**config.mk**
```make
export PLATFORM = sky130hd
export DESIGN_NAME = debounce_edge
export DESIGN_NICKNAME = d
export VERILOG_FILES = /design/src/rtl/debounce_pkg.sv /design/src/rtl/sync_2ff.sv /design/src/rtl/debounce_edge.sv
export SDC_FILE = /design/constraint.sdc
export NUM_CORES = 1
export LEC_CHECK = 0
export CORE_MARGIN = 2
export CORE_UTILIZATION = 25
export CTS_BUF_LIST = sky130_fd_sc_hd__clkbuf_4 sky130_fd_sc_hd__clkbuf_8
export DETAILED_ROUTE_END_ITERATION = 16
export PLACE_DENSITY = 0.48
export SLEW_MARGIN = 20
export SYNTH_ARGS = -nofsm -noshare
export SYNTH_HDL_FRONTEND = slang
export SYNTH_SLANG_ARGS = --single-unit
export TNS_END_PERCENT = 30
```
**constraint.sdc**
```tcl
create_clock -name clk -period 2.8 [get_ports clk]
set_input_delay 0.28 -clock clk [delete_from_list [all_inputs] [get_ports clk]]
set_output_delay 0.28 -clock clk [all_outputs]
set_load 0.005 [all_outputs]
```
**src/rtl/debounce_pkg.sv**
```systemverilog
// Shared types and defaults for the pin-input debounce path.
package debounce_pkg;

  typedef enum logic [1:0] {
    LOW_STABLE  = 2'd0,
    LOW_TO_HIGH = 2'd1,
    HIGH_STABLE = 2'd2,
    HIGH_TO_LOW = 2'd3
  } state_t;

  localparam int DEFAULT_STABLE_CYCLES = 4;
  localparam int DEFAULT_CNT_W         = 8;

endpackage

```
**src/rtl/sync_2ff.sv**
```systemverilog
// Two-flop synchronizer for a single asynchronous pin, synchronous active-high reset to 0.
module sync_2ff (
  input  logic clk,
  input  logic reset,
  input  logic d,
  output logic q
);

  logic meta;

  always_ff @(posedge clk) begin
    if (reset) begin
      meta <= 1'b0;
      q    <= 1'b0;
    end else begin
      meta <= d;
      q    <= meta;
    end
  end

endmodule

```
**src/rtl/debounce_edge.sv**
```systemverilog
// Debounces a raw pin into a clean registered level with single-cycle rise/fall pulses.
//   state       | meaning
//   LOW_STABLE  | q=0, synchronized input agrees
//   LOW_TO_HIGH | q=0, counting consecutive high samples
//   HIGH_STABLE | q=1, synchronized input agrees
//   HIGH_TO_LOW | q=1, counting consecutive low samples
module debounce_edge
  import debounce_pkg::*;
#(
  parameter int STABLE_CYCLES = DEFAULT_STABLE_CYCLES,
  parameter int CNT_W         = DEFAULT_CNT_W
) (
  input  logic clk,
  input  logic reset,
  input  logic in,
  output logic q,
  output logic qb,
  output logic rise,
  output logic fall
);

  if (STABLE_CYCLES < 1 || STABLE_CYCLES > (2 ** CNT_W) - 1) begin : g_bad_param
    $error("debounce_edge: STABLE_CYCLES out of range for CNT_W");
  end

  localparam logic [CNT_W-1:0] LAST = CNT_W'(STABLE_CYCLES - 1);

  state_t           state;
  logic [CNT_W-1:0] cnt;
  logic             sync2;

  sync_2ff u_sync (
    .clk   (clk),
    .reset (reset),
    .d     (in),
    .q     (sync2)
  );

  // cnt is 0 in the stable states, so STABLE_CYCLES=1 completes directly from them.
  always_ff @(posedge clk) begin
    if (reset) begin
      state <= LOW_STABLE;
      cnt   <= '0;
      q     <= 1'b0;
      qb    <= 1'b1;
      rise  <= 1'b0;
      fall  <= 1'b0;
    end else begin
      rise <= 1'b0;
      fall <= 1'b0;
      case (state)
        LOW_STABLE, LOW_TO_HIGH: begin
          if (!sync2) begin
            state <= LOW_STABLE;
            cnt   <= '0;
          end else if (cnt == LAST) begin
            state <= HIGH_STABLE;
            cnt   <= '0;
            q     <= 1'b1;
            qb    <= 1'b0;
            rise  <= 1'b1;
          end else begin
            state <= LOW_TO_HIGH;
            cnt   <= cnt + CNT_W'(1);
          end
        end
        HIGH_STABLE, HIGH_TO_LOW: begin
          if (sync2) begin
            state <= HIGH_STABLE;
            cnt   <= '0;
          end else if (cnt == LAST) begin
            state <= LOW_STABLE;
            cnt   <= '0;
            q     <= 1'b0;
            qb    <= 1'b1;
            fall  <= 1'b1;
          end else begin
            state <= HIGH_TO_LOW;
            cnt   <= cnt + CNT_W'(1);
          end
        end
      endcase
    end
  end

endmodule

```
## Yosys cells after proc, flatten, opt, wreduce, memory -nomap -nowiden

Index checks and enable logic that the tools add are counted.

| operators by class | value |
|---|---|
| add/sub/neg operators | 1 |
| equal/unequal tests | 8 |
| reduce and logical (&&, ||, !) cells | 6 |
| bitwise operators | 3 |
| multiplexer cells | 18 |

Operator list:

| kind | count |
|---|---|
| $mux 8 | 3 |
| $pmux 8 s2 | 1 |
| $add 8x1->8 const B | 1 |
| $eq 8x2->1 const B | 1 |
| $mux 2 | 4 |
| $mux 1 | 7 |
| $ne 2x2->1 const B | 3 |
| $reduce_or 3->1 | 2 |
| $eq 2x2->1 const B | 2 |
| $pmux 1 s2 | 2 |
| $pmux 2 s2 | 1 |
| $reduce_and 4->1 | 1 |
| $reduce_or 2->1 | 2 |
| $not 1->1 | 3 |
| $eq 2x1->1 const B | 1 |
| $logic_not 2->1 | 1 |
| $ne 2x1->1 const B | 1 |

| word-level totals | value |
|---|---|
| output and inout port bits | 4 |
| word-level logic and storage cells | 44 |
| flip-flop bits (word level) | 16 |

## Depth between registers and ports, before layout

| depth | value |
|---|---|
| depth in word-level cells | 4 |
| mapped depth | 4 |
| mapped depth without buffers | 4 |

## Cells and area by module

From an unflattened synthesis, not the netlist that was laid out.

| unflattened totals | value |
|---|---|
| cell total of the unflattened synthesis | 65 |
| area total of the unflattened synthesis | 614.3 µm² |

Modules (own cells, without submodules):

| module | cells an instance | area each (µm²) | instances |
|---|---|---|---|
| debounce_edge | 61 | 561.8 | 1 |
| sync_2ff | 4 | 52.6 | 1 |

## Least setup slack after synthesis

OpenSTA, ideal clock, no wires.

| timing path | value |
|---|---|
| path kind | register to register |
| from | register cnt[0] |
| to | register qb |
| setup time | 0.115 ns |
| arrival | 1.511 ns |
| clock period less this slack | 1.627 ns |
| path slack | 1.173 ns |
| cell stages (with the launch flop) | 5 |
| path buffers | 0 |
| cells stage by stage | dfxtp_1 ha_1 or3b_2 or3_1 a31o_1 |

| on the way | value |
|---|---|
| cells in the longest elaborated chain, start to end | 3 |
| elaborated cells between the ends (all ways) | 4 |

Ends and longest elaborated chain:

| item | line | source |
|---|---|---|
| start, declared | debounce_edge.sv:29 | `logic [CNT_W-1:0] cnt;` |
| start signal, assigned | debounce_edge.sv:64 | `cnt <= cnt + CNT_W'(1);` |
| start signal, assigned | debounce_edge.sv:79 | `cnt <= cnt + CNT_W'(1);` |
| $eq 8x2->1 * | debounce_edge.sv:56, debounce_edge.sv:71 |  |
| $ne 2x2->1 (no source line) | - |  |
| $reduce_and 4->1 (no source line) * | - |  |
| end signal, assigned | debounce_edge.sv:45 | `qb <= 1'b1;` |
| end signal, assigned | debounce_edge.sv:60 | `qb <= 1'b0;` |
| end signal, assigned | debounce_edge.sv:75 | `qb <= 1'b1;` |
| end, declared | debounce_edge.sv:17 | `output logic qb,` |

Mark *: on every way between the ends. The rest lies on a longest branch, timed or not.
A chain may end at the register's enable or synchronous reset.

## Worst setup path in the final report

Same ends and word-level chain as after synthesis.

==> run summary <==
The worst path needs 1.71 ns of the cycle, external delays included. The net count of the finished layout is 79. The synthesized design devotes to its leading area cell type 50.6% of total area.

The number of global-route vias before repair came out at 438. The worst IR drop on VDD came out at 260 uV. The count of max-cap constraint violations came out at 0. The post-CTS setup buffer count is 0. The worst min-delay path category is flop to flop. After detailed routing, the total wire length is 1020 um. The die is 52.7 um wide.

The initial cell density of the core is 26.6%. The total length of routed met2 wires is 466 um. The overall global routing resource usage came out at 8.85%. The total number of H-tree levels is 1.

The share of post-route cells with drive strength above 1 is 8.11%. After detailed routing, the met3 layer carries 33 um of wire. The flow ran to the end, and the final reports show no timing, DRC or antenna violations.

The routed wirelength normalized by instance count is 10.0 um. The cell taking the most area after synthesis is sky130_fd_sc_hd__dfxtp_1. The highest net fanout along the worst path is 5. The worst hold margin came out at 0.447 ns. The number of CTS-inserted buffers is 3. Counting flops with a built-in enable in the synthesized netlist gives 0. Setup violations remaining at the end of the flow were counted as 0. The synthesized area divided by synthesized cell count came out at 9.12 um^2. The number of hold violations in the final report is 0. The total power came out at 369 uW. The number of antenna violations at the first check in global routing came out at 0. The analysis attributes to cell leakage a power of 0.000229 uW.

The iteration-0 DRC count of the detailed router came out at 10. The post-synthesis sequential element count came out at 15. The largest individual stage delay along the critical path comes from the cell sky130_fd_sc_hd__or3b_2.

The number of buffers on the longest clock path came out at 2. Of the synthesized area, sequential elements account for 50.6%. In this run the tightest slew margin relative to its limit is 69.6%. The final weighted congestion in routability-driven placement is 0.691. The antenna diode count came out at 0. The pin count of the biggest net entering global routing is 10. STA classifies the critical path startpoint as a flop. For this design, the CTS-stage hold fixing added 0 buffers. The area added between synthesis and finish came out at 20.5%.

Sorting the synthesized cells by area gives the leading types as sky130_fd_sc_hd__dfxtp_1 51%, sky130_fd_sc_hd__o21ai_0 6.8%, sky130_fd_sc_hd__or3_1 4.2%. The site row count is 17. During placement, the flow inserted port buffers numbering 6. The highest metal layer carrying signal wires in the routed design is met4. The share of synthesized registers carrying an async set or reset came out at 0%. The number of gates resized after CTS was 0. The via total after detailed routing is 475. The clock-pin slew reported for the worst setup and hold paths after clock tree synthesis came out at 0.09 ns. The DRC violations left came out at 0.

The arrival time reported for the critical path endpoint came out at 1.89 ns. In the final timing run, aggregate negative setup slack is 0 ns. For this design the top-level I/O count stands at 7. The synthesized instance count is 65. The overall die area is 0.00278 mm^2. Based on the critical path, the design can be clocked at up to 0.584 GHz.

The worst path meets setup with 1.09 ns of slack. The number of sinks handled by clock tree synthesis came out at 15. When the netlist entered floorplanning its net count stood at 69. The final standard cell utilization of the core came out at 32.0%. The setup skew after layout came out at 0.00234 ns. The most common cell in the synthesized netlist is sky130_fd_sc_hd__dfxtp_1. The iteration count of the initial detailed-routing pass came out at 4. Ranked by instance count, the synthesized netlist is headed by 15 x sky130_fd_sc_hd__dfxtp_1, 8 x sky130_fd_sc_hd__o21ai_0. The vertical die dimension is 52.7 um.

The warning count from the yosys run is 0. The summed instance area of the synthesized netlist came out at 593 um^2. The period utilization is 61.2%. OpenSTA, run right after detailed placement, puts the worst setup slack at 1.09 ns. The largest stage delay on the critical path came out at 0.49 ns.

The core region is 0.00223 mm^2. Walking the worst path, the cells encountered are ha_1 > or3b_2 > or3_1 > a31o_1. The setup path with the least slack is of type flop to flop. The worst setup path is captured at a flop. In the final routing, the length of wire on met1 measures 511 um. The mean number of vias per cell is 4.66. TritonCTS built the clock tree.

The slew at the pin closest to its max-slew limit is 0.452 ns. The number of different library cells in the post-synthesis netlist came out at 24. Setup repair after global routing left no endpoint under its margin. The clock latency at the later pin of the worst-skew pair is 0.28 ns. The root buffer cell is sky130_fd_sc_hd__clkbuf_4. The data required time of the critical path came out at 2.98 ns. The total grt overflow is 0.

Once detailed placement completed, the half-perimeter wirelength came to 765 um. The global-route wire length before repair came out at 1790 um. Dividing total power by cell area gives a power density of 517 mW/mm^2. The count of nets left with antenna violations once routing finished came out at 0.

The final count of pins violating max slew is 0. The most used flip-flop cell after synthesis is sky130_fd_sc_hd__dfxtp_1. The number of filler instances in the final layout came out at 246.
sequential cells by signal, summed over array words and instances, names as in the netlist:
signal and flops:
q 1, cnt 8, state 1, rise 1
u_sync.q 1, qb 1, u_sync.meta 1, fall 1
placed cells by master (no fill, tap or decap), types with 3 or more instances in the layout:
master	count
sky130_fd_sc_hd__nand2_1	3
sky130_fd_sc_hd__or3_1	4
sky130_fd_sc_hd__clkbuf_4	4
sky130_fd_sc_hd__a21oi_1	4
sky130_fd_sc_hd__nor2_1	4
sky130_fd_sc_hd__dfxtp_1	15
sky130_fd_sc_hd__nand3_1	4
sky130_fd_sc_hd__o21ai_0	8
sky130_fd_sc_hd__clkdlybuf4s50_1	6
sky130_fd_sc_hd__inv_1	3
metal layers:
| metal | GRT usage [%] | vias up |
|---|---|---|
| met5 | 0 | - |
| met4 | 5.13 | 0 |
| met3 | 1.71 | 2 |
| met2 | 13.5 | 5 |
| met1 | 11.4 | 216 |
| li1 | - | 252 |
power breakdown:
| group | leakage, uW | switching, uW | total [uW] | internal (uW) |
|---|---|---|---|---|
| clock network | 0.0000184 | 66.5 | 131 | 64.9 |
| logic | 0.0000895 | 6.92 | 17.7 | 10.8 |
| registers | 0.000122 | 2.58 | 220 | 218 |
path summary, 6_finish.rpt:
check         startpoint        to  slack (ns)  depth (start not counted)
min          u_sync.meta  u_sync.q        0.45                          1
max reg2reg       cnt[0]        qb        1.09                          4
max               cnt[0]        qb        1.09                          4
min reg2reg  u_sync.meta  u_sync.q        0.45                          1
logic make-up (layout without fill, tap and decap cells):
kind of cell | count (synthesis) | after routing | share of synthesized area [%]
DFF | 15 | 15 | 50.6
xor gates and xnor gates | 3 | 3 | 4.43
adders and majority gates | 1 | 1 | 2.11
buffers and inverters | 4 | 13 | 2.53
and+or+nand+nor | 26 | 26 | 24.7
AOI/OAI and AO/OA | 16 | 16 | 15.6
layout make-up:
class                           count  area [um^2]  share of cell area (%)
Inverter                            3         11.3                    1.58
Multi-Input combinational cell     46          278                    38.9
Sequential cell                    15          300                    42.0
Timing Repair Buffer                6         60.1                    8.41
Tap cell                           28         35.0                    4.90
Clock buffer                        4         30.0                    4.20
critical path, delay by kind of cell, from the launching register on:
family	cells	cell delay [ns]
flip-flops	1	0.36
AND/OR/NAND/NOR	2	0.83
adder cells (fa/ha/maj)	1	0.25
AO/OA/AOI/OAI	1	0.18
metrics by stage:
| stage | area (um^2) | instances |
|---|---|---|
| 2_1_floorplan | 593 | 65 |
| 3_3_place_gp | 684 | 98 |
| 6_report | 714 | 102 |
| 4_1_cts | 714 | 102 |
| 5_1_grt | 714 | 102 |
| 3_5_place_dp | 684 | 98 |
No activity file was read; power rests on OpenSTA's default activity.
